$ cat src/rtl/ah_snoop_dedup_enqueue.sv
// Snoop-deduplicating enqueue stage in front of a snoopable FIFO.
// Each accepted producer word is snooped against the FIFO contents.
// It is pushed only when it is not already resident in the FIFO.
// Dropped duplicates raise a one-cycle pulse and bump a saturating counter.
module ah_snoop_dedup_enqueue #(
  parameter int DATA_WIDTH = 10,
  parameter int CNT_WIDTH  = 16
) (
  input  logic                  clk,
  input  logic                  rstn,
  input  logic                  dedup_en,
  input  logic [DATA_WIDTH-1:0] in_data,
  input  logic                  in_valid,
  output logic                  in_ready,
  output logic [DATA_WIDTH-1:0] fifo_wdata,
  output logic                  fifo_wvalid,
  input  logic                  fifo_wready,
  output logic [DATA_WIDTH-1:0] fifo_sdata,
  output logic                  fifo_svalid,
  input  logic                  fifo_smatch,
  output logic                  dup_pulse,
  output logic [CNT_WIDTH-1:0]  drop_count
);

  typedef enum logic [1:0] {
    IDLE  = 2'd0,
    SNOOP = 2'd1,
    PUSH  = 2'd2
  } state_t;

  state_t                state_q;
  state_t                state_d;
  logic [DATA_WIDTH-1:0] hold_q;
  logic                  dup_q;
  logic [CNT_WIDTH-1:0]  cnt_q;

  localparam logic [CNT_WIDTH-1:0] CNT_ONE = {{(CNT_WIDTH-1){1'b0}}, 1'b1};

  // Increment that sticks at all-ones instead of wrapping.
  function automatic logic [CNT_WIDTH-1:0] sat_inc(input logic [CNT_WIDTH-1:0] v);
    logic [CNT_WIDTH-1:0] r;
    if (&v) r = v;
    else    r = v + CNT_ONE;
    return r;
  endfunction

  // State register; any reset discards the transaction in flight.
  always_ff @(posedge clk) begin
    if (!rstn) state_q <= IDLE;
    else       state_q <= state_d;
  end

  // Next-state: dedup_en only matters on the accept edge out of IDLE.
  always_comb begin
    state_d = state_q;
    case (state_q)
      IDLE: begin
        if (in_valid) state_d = dedup_en ? SNOOP : PUSH;
      end
      SNOOP: begin
        state_d = fifo_smatch ? IDLE : PUSH;
      end
      PUSH: begin
        if (fifo_wready) state_d = IDLE;
      end
      default: state_d = IDLE;
    endcase
  end

  // Hold register: loaded only on accept, so it stays stable through snoop and a stalled push.
  always_ff @(posedge clk) begin
    if (!rstn)                          hold_q <= '0;
    else if (state_q == IDLE && in_valid) hold_q <= in_data;
  end

  // Duplicate bookkeeping: pulse and count the cycle after a snoop hit.
  always_ff @(posedge clk) begin
    if (!rstn) begin
      dup_q <= 1'b0;
      cnt_q <= '0;
    end else begin
      dup_q <= (state_q == SNOOP) && fifo_smatch;
      if ((state_q == SNOOP) && fifo_smatch) cnt_q <= sat_inc(cnt_q);
    end
  end

  // Output decode: snoop and write requests are tied to their own states, so never overlap.
  always_comb begin
    in_ready    = 1'b0;
    fifo_svalid = 1'b0;
    fifo_wvalid = 1'b0;
    case (state_q)
      IDLE:    in_ready    = 1'b1;
      SNOOP:   fifo_svalid = 1'b1;
      PUSH:    fifo_wvalid = 1'b1;
      default: in_ready    = 1'b0;
    endcase
  end

  assign fifo_wdata = hold_q;
  assign fifo_sdata = hold_q;
  assign dup_pulse  = dup_q;
  assign drop_count = cnt_q;

endmodule

$ cat config.mk
export PLATFORM = sky130hd
export DESIGN_NAME = ah_snoop_dedup_enqueue
export DESIGN_NICKNAME = d
export VERILOG_FILES = /design/src/rtl/ah_snoop_dedup_enqueue.sv
export SDC_FILE = /design/constraint.sdc
export NUM_CORES = 1
export LEC_CHECK = 0
export CORE_ASPECT_RATIO = 1.2
export CORE_MARGIN = 2
export CORE_UTILIZATION = 45
export DETAILED_ROUTE_END_ITERATION = 16
export GPL_ROUTABILITY_DRIVEN = 0
export MAX_ROUTING_LAYER = met4
export PLACE_DENSITY = 0.85
export SETUP_SLACK_MARGIN = 0.4
export SYNTH_ARGS = -nofsm -noshare
export SYNTH_HDL_FRONTEND = slang
export SYNTH_SLANG_ARGS = --single-unit
$ cat constraint.sdc
create_clock -name clk -period 4.65 [get_ports clk]
set_input_delay 1.395 -clock clk [delete_from_list [all_inputs] [get_ports clk]]
set_output_delay 1.395 -clock clk [all_outputs]
set_load 0.005 [all_outputs]
==> results of run 1 <==
==> kinds of logic (layout without fill, tap and decap cells) <==
kind of cell | Yosys count | after routing | share of synthesized area
compound gates | 41 | 41 | 0.1950
mux | 1 | 1 | 0.007394
fa+ha+maj | 1 | 1 | 0.009241
buf+inv | 20 | 69 | 0.08410
simple gates | 69 | 69 | 0.2690
flops | 29 | 29 | 0.4288
xor+xnor | 1 | 1 | 0.006471
==> cells in the mapped netlist <==
cell type,instances
nand2b_1,1
a31oi_1,1
nor2_1,8
or3_1,3
a21oi_1,20
clkinv_1,1
nand4_1,5
or2_2,2
nor3_1,1
o41ai_1,2
nand3_1,6
o21a_1,1
o31a_1,1
nand4_2,1
nor4_1,3
nand3b_1,1
xor2_1,1
dfxtp_1,29
clkbuf_1,3
buf_4,10
and3_1,2
and4_1,2
a211oi_1,3
inv_1,5
o31ai_1,5
or4_1,5
mux2i_1,1
o211a_1,1
and2_1,1
o41ai_2,1
nand2_1,24
o21ai_0,4
nor2b_1,3
o311ai_0,2
clkbuf_2,1
and3b_1,1
ha_1,1
==> path summary, 6_finish.rpt <==
check	depth (start not counted)	slack, ns	endpoint
setup / recovery	3	1.71	drop_count[11]
hold / removal	2	0.47	fifo_sdata[1]
setup reg to reg	4	2.77	drop_count[13]
hold reg to reg	2	0.47	fifo_sdata[1]
==> where the power goes <==
group	internal [uW]	switching (uW)	total, uW
combinational	39.5	23.3	62.7
clock	57.4	84.0	141
sequential	255	5.78	261
total	352	113	465
==> flip-flops by register name (all words and copies together) (netlist names) <==
signal and count:
dup_pulse 1, drop_count 16, fifo_sdata 10, state_q 2
==> per-stage QoR <==
| step | cell area (um2) | total power (uW) |
|---|---|---|
| floorplan | 1354 | 293.7 |
| global placement | 1856 | 327.8 |
| detailed placement | 1856 | 329.7 |
| CTS | 1907 | 471.5 |
| global route | 1907 | 492.6 |
| finish | 1907 | 465.2 |
==> cell type report <==
type,instances,area (um2),area share
clock buffer,6,41.29,0.02165
clock inverter,2,10.01,0.005249
inverter,6,22.52,0.01181
multi-input combinational,113,659.4,0.3458
sequential,29,580.6,0.3045
tap,34,42.54,0.02231
timing repair buffer,55,550.5,0.2887
==> critical path: stages <==
cell and delay [ns]:
clkdlybuf4s50_1 0.63, clkinv_1 0.62, o41ai_1 0.51
==> placed cells by master, fill, tap and decap left out, drive strengths merged, types with 2 or more instances in the layout <==
cell            n
or2             2
nor2            8
o311ai          2
dfxtp          29
inv             5
o21ai           4
clkinv          3
or4             5
nor2b           3
a211oi          3
a21oi          20
or3             3
clkbuf          6
and3            2
o41ai           3
nor4            3
clkdlybuf4s50  55
nand3           6
nand4           6
o31ai           5
and4            2
nand2          24
==> layer usage <==
metal | share of wire | track usage | vias to the layer above
met5 | 0 | - | -
li1 | - | - | 682
met1 | 0.43 | 0.2336 | 634
met3 | 0.095 | 0.06776 | 7
met4 | 0.014 | 0.07813 | 0
met2 | 0.46 | 0.3415 | 68
==> metrics.log, run 1 <==
[metrics] result of the run: finished clean
[metrics] setup-violating endpoint count in the final report: 0
[metrics] clock latency on the worst-skew pair: 0.32 ns
[metrics] Fin Hold WS: 0.4733 ns
[metrics] synthesis-stage register bit count: 29
[metrics] Critical Path Source: rstn
[metrics] Die Footprint: 3465 um2
[metrics] sequential element share of the synthesized area: 0.4288
[metrics] ratio of routed vias to standard cells: 5.678
[metrics] post-synthesis cell type count: 37
[metrics] clock tree skew after final layout: 0.001710 ns
[metrics] DP Worst Slack: 1.393 ns
[metrics] LEAKAGE: 0.0006529 uW
[metrics] GR Util All Layers: 0.2095
[metrics] total global routing overflow: 0
[metrics] count of nets after finishing: 227
[metrics] Post-Syn Area per Cell: 8.357 um2
[metrics] H-tree Lvls: 2
[metrics] via count: 1391
[metrics] Port Buffers: 55
[metrics] antenna diode count: 0
[metrics] clock transition time at the flip-flop clock pins of the worst setup and hold paths: 0.08 ns
[metrics] Critical Path Source Type: input port
[metrics] number of buffers inserted by hold repair at cts: 0
[metrics] layout cells sized above 1: 0.05213
[metrics] HP Class: register to register
[metrics] CTS Buf Count: 5
[metrics] die span in y: 64.09 um
[metrics] Crit Path Class: input port to register
[metrics] DRC marker count from the first detailed-route iteration: 49
[metrics] Final Hold Violating Endpoints: 0
[metrics] Setup Fix Bufs, Post-CTS: 0
[metrics] Site Rows: 21
[metrics] slew of the pin with the lowest slew margin: 0.6740 ns
[metrics] master cell of the clock root buffer: clkbuf_4
[metrics] CTS sink count: 29
[metrics] mean routed wirelength per cell: 13.22 um
[metrics] Tcrit/Tclk final: 0.6314
[metrics] total core area: 2838 um2
[metrics] summed instance area of the synthesized netlist: 1354 um2
[metrics] antenna violation net count after detailed routing: 0
[metrics] share of the core filled with cells: 0.6720
[metrics] via count of the first global-routing pass: 1290
[metrics] setup repair after global routing missed its margin: no
[metrics] critical-path maximum fanout: 25
[metrics] area overhead of the layout relative to synthesis: 40.85%
[metrics] time the worst path needs with I/O delays and setup: 2.936 ns
[metrics] synth warn: 0
[metrics] relative slew slack: 0.5479
[metrics] TritonCTS clock tree: done
[metrics] number of top-level design ports: 56
[metrics] Worst EP arrival: 3.16 ns
[metrics] Worst Setup Slack, final: 1.714 ns
[metrics] starting density of the core: 0.4771
[metrics] area fraction of the dominant cell type after synthesis: 0.4288
[metrics] Total Negative Setup Slacks: 0 ns
[metrics] pin count of the biggest net entering global routing: 26
[metrics] start point of the worst hold path: fifo_sdata[1]
[metrics] number of buffers on the longest clock path: 2
[metrics] Cells after DPL: 237
[metrics] estimated wirelength of the detail-placed design: 2.392 mm
[metrics] Post-Layout Cell Count: 245
[metrics] number of search-and-repair iterations in the first detailed-routing pass: 4
[metrics] endpoint type of the worst setup path: register
[metrics] biggest area contributors in the synthesized netlist: dfxtp_1 (43%), a21oi_1 (7.4%), nand2_1 (6.7%)
[metrics] floorplan die width: 54.07 um
[metrics] Post-Route WL: 3.238 mm
[metrics] origin of the critical flop-to-flop path: drop_count[4]
[metrics] final number of max-transition violations: 0
[metrics] first-pass GRT wire length: 5.285 mm
[metrics] net count of the mapped netlist: 179
[metrics] Max VDD drop: 0.1740 mV
[metrics] Critical Path RT: 4.87 ns
[metrics] highest clock frequency the design can meet: 340.6 MHz
[metrics] fill cell instance count of the final layout: 230
[metrics] number of instances resized during post-cts repair: 0
[metrics] Post-Syn Instances: 162
[metrics] DRC viols: 0
[metrics] cell type with the largest total area after synthesis: dfxtp_1
[metrics] Power Dens Cells: 244.0 nW/um2
[metrics] max-cap violation count: 0
[metrics] antenna violations before repair: 0
Power figures use the tool's default switching activity.
==> run 2, diff against run 1 <==
--- a/config.mk
+++ b/config.mk
@@ -7,11 +7,11 @@
 export LEC_CHECK = 0
 export CORE_ASPECT_RATIO = 1.2
 export CORE_MARGIN = 2
-export CORE_UTILIZATION = 45
+export CORE_UTILIZATION = 38
 export DETAILED_ROUTE_END_ITERATION = 16
 export GPL_ROUTABILITY_DRIVEN = 0
 export MAX_ROUTING_LAYER = met4
-export PLACE_DENSITY = 0.85
+export PLACE_DENSITY = 0.76
 export SETUP_SLACK_MARGIN = 0.4
 export SYNTH_ARGS = -nofsm -noshare
 export SYNTH_HDL_FRONTEND = slang
==> constraint.sdc (replaced) <==
create_clock -name clk -period 2.7 [get_ports clk]
set_input_delay 0.81 -clock clk [delete_from_list [all_inputs] [get_ports clk]]
set_output_delay 0.81 -clock clk [all_outputs]
set_load 0.005 [all_outputs]
==> run 2 against run 1 <==
Net effect: total power rose by 100%; combinational power rose by 75%; sequential cell count did not move; die area rose by 17%; global-route usage fell by 3.2 points; worst setup slack got worse by 1.3 ns; routed wire length fell by 0.93%; via count fell by 1.3%; first-iteration DRC count fell by 31%; cell count rose by 2.9%; clock power rose to 2.8 times the previous value.
==> metrics.log, run 2 (synthesis gave the netlist of run 1 again) <==
[metrics] final cell area excluding filler cells: 1998 um2 (+4.8%)
[metrics] starting density of the core: 0.4021 (-0.07499)
[metrics] time the worst path needs with I/O delays and setup: 2.247 ns
[metrics] leading cell type in the layout, fill and taps excluded: clkdlybuf4s50_1
[metrics] Worst EP arrival: 2.46 ns (-0.70 ns)
[metrics] endpoint type of the worst setup path: register
[metrics] Tcrit/Tclk final: 0.8323
[metrics] max reg flops: 16 (unchanged)
[metrics] CTS sink count: 29 (unchanged)
[metrics] antenna violations before repair: 0 (unchanged)
[metrics] ratio of routed vias to standard cells: 5.448 (-4.0%)
[metrics] CTS Buf Count: 5 (unchanged)
[metrics] DP Worst Slack: 0.08255 ns (-1.310 ns)
[metrics] Power Dens Cells: 475.5 nW/um2 (+95%)
[metrics] GR Util All Layers: 0.1773 (-0.03225)
[metrics] Worst Setup Slack, final: 0.4529 ns (-1.261 ns)
[metrics] instance area after placement: 1889 um2 (+1.8%)
[metrics] leading cell types in the layout, fill and taps excluded: clkdlybuf4s50_1 (55), dfxtp_1 (29), nand2_1 (24)
[metrics] DRC marker count from the first detailed-route iteration: 34 (-31%)
[metrics] master cell of the clock root buffer: clkbuf_8
[metrics] Setup Fix Bufs, Post-CTS: 0 (unchanged)
[metrics] via count of the first global-routing pass: 1247 (-3.3%)
[metrics] highest clock frequency the design can meet: 445.0 MHz
[metrics] total global routing overflow: 0 (unchanged)
[metrics] estimated wirelength of the detail-placed design: 2.441 mm (+2.1%)
[metrics] pin count of the biggest net entering global routing: 14 (-46%)
[metrics] number of search-and-repair iterations in the first detailed-routing pass: 4 (unchanged)
[metrics] Final Hold Violating Endpoints: 0 (unchanged)
[metrics] total power after layout: 950.1 uW (+100%)
[metrics] layout cells sized above 1: 0.08372 (+0.03159)
[metrics] Port Buffers: 55 (unchanged)
[metrics] Critical Path RT: 2.91 ns (-1.96 ns)
[metrics] die span in y: 69.39 um (+8.3%)
[metrics] DRC viols: 0 (unchanged)
[metrics] Site Rows: 23 (+9.5%)
[metrics] setup repair after global routing missed its margin: no
[metrics] slew of the pin with the lowest slew margin: 0.6732 ns (-0.0008178 ns)
[metrics] TritonCTS clock tree: done
[metrics] number of top-level design ports: 56 (unchanged)
[metrics] HP Class: register to register
[metrics] Total Negative Setup Slacks: 0 ns (unchanged)
[metrics] area overhead of the layout relative to synthesis: 47.60%
[metrics] antenna diode count: 0 (unchanged)
[metrics] number of buffers inserted by hold repair at cts: 0 (unchanged)
[metrics] clock transition time at the flip-flop clock pins of the worst setup and hold paths: 0.06 ns (-0.02 ns)
[metrics] LEAKAGE: 0.0006949 uW (+6.4%)
[metrics] total core area: 3367 um2 (+19%)
[metrics] final number of max-transition violations: 0 (unchanged)
[metrics] Max VDD drop: 0.3738 mV (+110%)
[metrics] first-pass GRT wire length: 5.437 mm (+2.9%)
[metrics] setup-violating endpoint count in the final report: 0 (unchanged)
[metrics] fill cell instance count of the final layout: 331 (+44%)
[metrics] Post-Route WL: 3.208 mm (-0.93%)
[metrics] Crit Path Class: input port to register
[metrics] clock tree skew after final layout: 0.004687 ns (+0.002978 ns)
[metrics] mean routed wirelength per cell: 12.73 um (-3.7%)
[metrics] max-cap violation count: 0 (unchanged)
[metrics] number of buffers on the longest clock path: 2 (unchanged)
[metrics] clock latency on the worst-skew pair: 0.28 ns (-0.04 ns)
[metrics] floorplan die width: 58.49 um (+8.2%)
[metrics] H-tree Lvls: 2 (unchanged)
[metrics] result of the run: finished clean
[metrics] antenna violation net count after detailed routing: 0 (unchanged)
[metrics] Die Footprint: 4058 um2 (+17%)
[metrics] critical-path maximum fanout: 5 (-80%)
[metrics] count of nets after finishing: 231 (+1.8%)
[metrics] relative slew slack: 0.5477 (about the same)
[metrics] via count: 1373 (-1.3%)
[metrics] Critical Path Source Type: input port
run 2: cell count changes in the layout (fill, tap and decap cells not counted):
cell,change
buf_4,+4
nor2b_1,-1
clkbuf_1,-1
or3_4,+1
clkbuf_4,-5
clkinv_2,-1
clkbuf_8,+7
or3_1,-1
o311ai_1,+1
o311ai_0,-1
nor2b_2,+1
run 2: worst max-delay path, stage by stage:
cell,delay (ns)
clkdlybuf4s50_1,0.49
nand3b_1,0.16
or3_4,0.39
or4_1,0.48
a21oi_1,0.12
run 2: cell type report:
class,instances,area (um2),area share
Clock buffer,7,96.34,0.04822
Clock inverter,1,5.005,0.002505
Inverter,6,22.52,0.01127
Multi-Input combinational cell,113,666.9,0.3338
Sequential cell,29,580.6,0.2905
Tap cell,37,46.29,0.02317
Timing Repair Buffer,59,580.6,0.2905
run 2: metrics by stage:
step	std cells	hold slack, ns	utilization
global placement	244	0.4537	0.5611
detailed placement	244	0.4607	0.5611
CTS	252	0.4697	0.5927
floorplan	162	0.4658	-
finish	252	0.4667	0.5935
global route	252	0.5039	0.5935
run 2: final timing paths:
check	start	to	slack [ns]	cells after the start
setup / recovery	fifo_smatch	drop_count[13]	0.45	5
hold / removal	fifo_sdata[9]	fifo_sdata[9]	0.47	2
setup reg to reg	drop_count[12]	drop_count[1]	0.92	4
hold reg to reg	fifo_sdata[9]	fifo_sdata[9]	0.47	2
run 2: metal layers:
metal  GRT usage  up-vias  wire length [um]
met5           -        -                 0
met4     0.07752        0                57
met3     0.05970        6               262
met2      0.2672       51              1467
met1      0.2116      629              1420
li1            -      687                 -
run 2: timing repair:
item / in CTS / in global routing
endpoints found under the hold margin: 0 / 0
cloned: 0 / 0
pin swaps: 0 / 2
endpoints found under the setup margin: 2 / 3
resized for setup: 1 / 2
run 2: power by group:
| group | internal (uW) | switching, uW |
|---|---|---|
| sequential | 440 | 9.22 |
| combinational | 70.0 | 40.4 |
| clock | 230 | 160 |
| total | 740 | 210 |
==> run 3, diff against run 2 <==
==> constraint.sdc (replaced) <==
create_clock -name clk -period 2 [get_ports clk]
set_input_delay 0.6 -clock clk [delete_from_list [all_inputs] [get_ports clk]]
set_output_delay 0.6 -clock clk [all_outputs]
set_load 0.005 [all_outputs]
==> run 3 against run 2 <==
Net effect: global-route usage increased by 3.7 points; die area unchanged; cell count grew 15%; sequential share of layout area fell by 2.6 points; first-iteration DRC count decreased by 8.8%; critical path depth rose by 1; sequential cell count stayed put; register-to-register slack lost 0.65 ns; routed wire length grew 31%; via count rose by 12%; highest routed layer unchanged.
==> metrics.log, run 3 (synthesis gave the netlist of run 1 again) <==
[metrics] H-tree Lvls: 2 (unchanged)
[metrics] DRC marker count from the first detailed-route iteration: 31 (-8.8%)
[metrics] master cell of the clock root buffer: clkbuf_8
[metrics] first-pass GRT wire length: 6.658 mm (+22%)
[metrics] pin count of the biggest net entering global routing: 16 (+2)
[metrics] CTS sink count: 29 (unchanged)
[metrics] Site Rows: 23 (unchanged)
[metrics] clock tree skew after final layout: 0.002636 ns (-0.002051 ns)
[metrics] Die Footprint: 4058 um2 (unchanged)
[metrics] number of search-and-repair iterations in the first detailed-routing pass: 4 (unchanged)
[metrics] layout cells sized above 1: 0.3968 (+0.3131)
[metrics] GR Util All Layers: 0.2143 (+0.03700)
[metrics] Total Negative Setup Slacks: 0 ns (unchanged)
[metrics] estimated wirelength of the detail-placed design: 2.611 mm (+7.0%)
[metrics] slew of the pin with the lowest slew margin: 0.3835 ns (-0.2897 ns)
[metrics] via count of the first global-routing pass: 1478 (+19%)
[metrics] Cells after DPL: 257 (+5.3%)
[metrics] DRC viols: 0 (unchanged)
[metrics] critical-path maximum fanout: 7 (+2)
[metrics] endpoint type of the worst setup path: register
[metrics] Power Dens Cells: 560.7 nW/um2 (+18%)
[metrics] Max VDD drop: 0.5993 mV (+60%)
[metrics] relative slew slack: 0.7434 (+0.1956)
[metrics] result of the run: finished clean
[metrics] die span in y: 69.39 um (unchanged)
[metrics] time the worst path needs with I/O delays and setup: 1.734 ns
[metrics] floorplan die width: 58.49 um (unchanged)
[metrics] number of buffers inserted by hold repair at cts: 0 (unchanged)
[metrics] Critical Path Source Type: register
[metrics] Port Buffers: 55 (unchanged)
[metrics] starting density of the core: 0.4021 (unchanged)
[metrics] TritonCTS clock tree: done
[metrics] fill cell instance count of the final layout: 264 (-20%)
[metrics] count of nets after finishing: 268 (+16%)
[metrics] HP Class: register to register
[metrics] Top cell by count, worst path: buf_4
[metrics] total global routing overflow: 0 (unchanged)
[metrics] mean routed wirelength per cell: 14.55 um (+14%)
[metrics] area overhead of the layout relative to synthesis: 79.76%
[metrics] clock transition time at the flip-flop clock pins of the worst setup and hold paths: 0.06 ns (about the same)
[metrics] number of top-level design ports: 56 (unchanged)
[metrics] ratio of routed vias to standard cells: 5.311 (-2.5%)
[metrics] number of buffers on the longest clock path: 2 (unchanged)
[metrics] Worst EP arrival: 1.93 ns (-0.53 ns)
[metrics] clock latency on the worst-skew pair: 0.28 ns (about the same)
[metrics] Post-Route WL: 4.205 mm (+31%)
[metrics] total core area: 3367 um2 (unchanged)
[metrics] Post-Layout Cell Count: 289 (+15%)
[metrics] final number of max-transition violations: 0 (unchanged)
[metrics] Final Hold Violating Endpoints: 0 (unchanged)
[metrics] CTS Buf Count: 5 (unchanged)
[metrics] leading cell types in the layout, fill and taps excluded: dlygate4sd2_1 (37), buf_4 (35), nand2_1 (24)
[metrics] cell type of the slowest stage on the worst timing path: or4_1
[metrics] Tcrit/Tclk final: 0.8671
[metrics] Crit Path Class: register to register
[metrics] leading cell type in the layout, fill and taps excluded: dlygate4sd2_1
[metrics] Fin Hold WS: 0.4601 ns (-0.006547 ns)
[metrics] total power after layout: 1365 uW (+44%)
[metrics] highest cell delay on the worst timing path: 0.51 ns (+0.02 ns)
[metrics] highest clock frequency the design can meet: 576.7 MHz
[metrics] max reg flops: 16 (unchanged)
[metrics] LEAKAGE: 0.001087 uW (+56%)
[metrics] via count: 1535 (+12%)
[metrics] setup repair after global routing missed its margin: yes
[metrics] setup-violating endpoint count in the final report: 0 (unchanged)
[metrics] antenna violations before repair: 0 (unchanged)
[metrics] antenna diode count: 0 (unchanged)
[metrics] Critical Path RT: 2.20 ns (-0.71 ns)
[metrics] antenna violation net count after detailed routing: 0 (unchanged)
[metrics] cell breakdown of the critical path: nand4_1 -> buf_4 -> nor3_2 -> buf_4 -> or4_1 -> a21oi_1
[metrics] max-cap violation count: 0 (unchanged)
run 3: changes by cell type in the layout (fill, tap and decap cells not counted), moves of 3 or more:
cell,before,now
dfxtp_2,0,14
dfxtp_1,29,3
buf_2,0,3
dfxtp_4,0,12
buf_4,4,35
clkdlybuf4s50_1,55,14
dlygate4sd2_1,0,37
buf_6,0,6
run 3: metrics by stage:
stage	instance area, um2	util	setup slack, ns
after global routing	2434	0.7228	0.1824
after detailed placement	1987	0.5901	-0.3009
after global placement	1987	0.5901	-0.2695
after floorplan	1363	-	0.2401
after CTS	2265	0.6726	0.3207
final	2434	0.7228	0.2659
run 3: layout make-up:
class / instances / area (um2) / share of cell area
Inverter: 6 / 22.52 / 0.009255
Tap cell: 37 / 46.29 / 0.01902
Clock buffer: 6 / 82.58 / 0.03393
Timing Repair Buffer: 96 / 814.5 / 0.3347
Clock inverter: 2 / 37.54 / 0.01542
Sequential cell: 29 / 643.1 / 0.2643
Multi-Input combinational cell: 113 / 787.0 / 0.3234
run 3: power breakdown:
| group | total, uW | internal [uW] | switching [uW] |
|---|---|---|---|
| clock network | 625 | 404 | 220 |
| registers | 596 | 582 | 13.2 |
| logic | 144 | 82.6 | 61.6 |
| total | 1360 | 1070 | 295 |
run 3: timing repair:
| action | in CTS | in global routing |
|---|---|---|
| buffers inserted | 17 | 7 |
| setup endpoints to repair | 56 | 17 |
| gates resized for setup | 96 | 26 |
| gates cloned | 0 | 0 |
| pin swaps | 7 | 16 |
run 3: metal layers:
metal | global-route usage | wire, um | vias up | share of wire
met5 | - | 0 | - | 0
met4 | 0.1163 | 99 | 0 | 0.024
met3 | 0.03731 | 172 | 11 | 0.041
met2 | 0.3546 | 2261 | 43 | 0.54
met1 | 0.2379 | 1672 | 715 | 0.40
li1 | - | - | 766 | -
run 3: worst max-delay path, delay by kind of cell (launching register included):
kind	cells	cell delay, ns
compound gates	1	0.16
buf+inv	2	0.34
simple gates	3	0.81
flops	1	0.35
run 3: path summary, 6_finish.rpt:
check | cells past startpoint | slack (ns) | endpoint | from
setup reg to reg | 6 | 0.27 | drop_count[13] | drop_count[10]
hold reg to reg | 2 | 0.46 | fifo_sdata[3] | fifo_sdata[3]
hold / removal | 2 | 0.46 | fifo_sdata[3] | fifo_sdata[3]
setup / recovery | 6 | 0.27 | drop_count[13] | drop_count[10]
==> edit, RTL diff (settings of run 3) <==
Put one more register stage on the output `drop_count`. The value now appears one clock later. The other outputs are not delayed to match.
--- a/src/rtl/ah_snoop_dedup_enqueue.sv
+++ b/src/rtl/ah_snoop_dedup_enqueue.sv
@@ -100,7 +100,9 @@
   assign fifo_wdata = hold_q;
   assign fifo_sdata = hold_q;
   assign dup_pulse  = dup_q;
-  assign drop_count = cnt_q;
+  always_ff @(posedge clk) begin
+    drop_count <= cnt_q;
+  end
 
 endmodule
 
Formal check against the unedited RTL: not equivalent (Yosys sat finds a counterexample within 4 cycles, from zero or initial values and one cycle with rstn low).
==> edit against run 3 <==
Combinational power is 14% higher; setup slack worse by 54 ps; largest cell class is now sequential cells; critical endpoint is now cnt_q[13]; final cell count increased by 11%; total power up 38%; clock skew grew 3.0 ps; synthesized area grew 24%; routed wire length grew 10%; cell area is 14% higher; sequential cell count up 16.
==> edit: results (changes against run 3) <==
| Metric | Value |
|---|---|
| Run status | `completed` |
| Violation count after the first detailed-route iteration | `67 (+120%)` |
| Clk_skew | `5.61 ps (+2.98 ps)` |
| Number of vias per cell | `5.21 (-1.9%)` |
| Final HPWL from detailed placement | `2400 um (-8.0%)` |
| Synthesized netlist net count | `200 (+12%)` |
| Worst EP arrival | `1970 ps (+40 ps)` |
| Share of final-layout standard cells stronger than drive strength 1 | `36.0% (-3.7 points)` |
| Critical register-to-register path endpoint | `cnt_q[13]` |
| Worst R2R Start | `state_q[1]` |
| GRT met2 Usage | `28.2% (-7.2 points)` |
| Peak ir drop on the vdd network | `0.316 mV (-47%)` |
| Met1 global-route usage | `19.1% (-4.7 points)` |
| Wire length of the first global-routing pass | `6530 um (-1.9%)` |
| Register cell area after layout | `947 um2 (+47%)` |
| Total length of routed met2 wires | `2400 um (+6.2%)` |
| Met3 Use GR | `4.55% (+0.81 points)` |
| Setup slack, reg-to-reg | `210 ps (-50 ps)` |
| Normalized max-slew margin | `71.5% (-2.9 points)` |
| Comb_multi_in | `116 (+2.7%)` |
| DP Worst Slack | `-350 ps (-49.6 ps)` |
| Clock-cell share of area | `4.81% (-0.13 points)` |
| Number of synthesized register bits | `45 (+55%)` |
| Maximum fanout encountered on the critical timing path | `5 (-2)` |
| Synthesized instance count | `183 (+13%)` |
| Final-layout non-clock buffer area share | `27.6% (-5.8 points)` |
| Largest net degree at the start of global routing | `22 (+6)` |
| Crit-path max cell delay | `460 ps (-50 ps)` |
[edit: cell types whose count changed in the layout (fill, tap and decap cells not counted), sizes merged, moves of 4 or more]
cell,before,now
clkdlybuf4s15,0,6
dfxtp,29,45
dlygate4sd2,37,31
buf,44,37
nand2,24,28
[edit: cell families (layout without fill, tap and decap cells)]
| family | Yosys count | after routing | synth area share, % |
|---|---|---|---|
| multiplexers | 4 | 4 | 2.38 |
| adder cells (fa/ha/maj) | 1 | 1 | 0.743 |
| AO/OA/AOI/OAI | 34 | 34 | 12.5 |
| flip-flops | 45 | 45 | 53.5 |
| AND/OR/NAND/NOR | 77 | 77 | 23.6 |
| buffers and inverters | 22 | 103 | 7.28 |
[edit: power breakdown]
group	switching, mW	leakage (nW)	internal, mW
Combinational	0.0708	0.746	0.0933
Sequential	0.0110	0.375	0.905
Clock	0.310	0.0681	0.496
Total	0.391	1.19	1.49
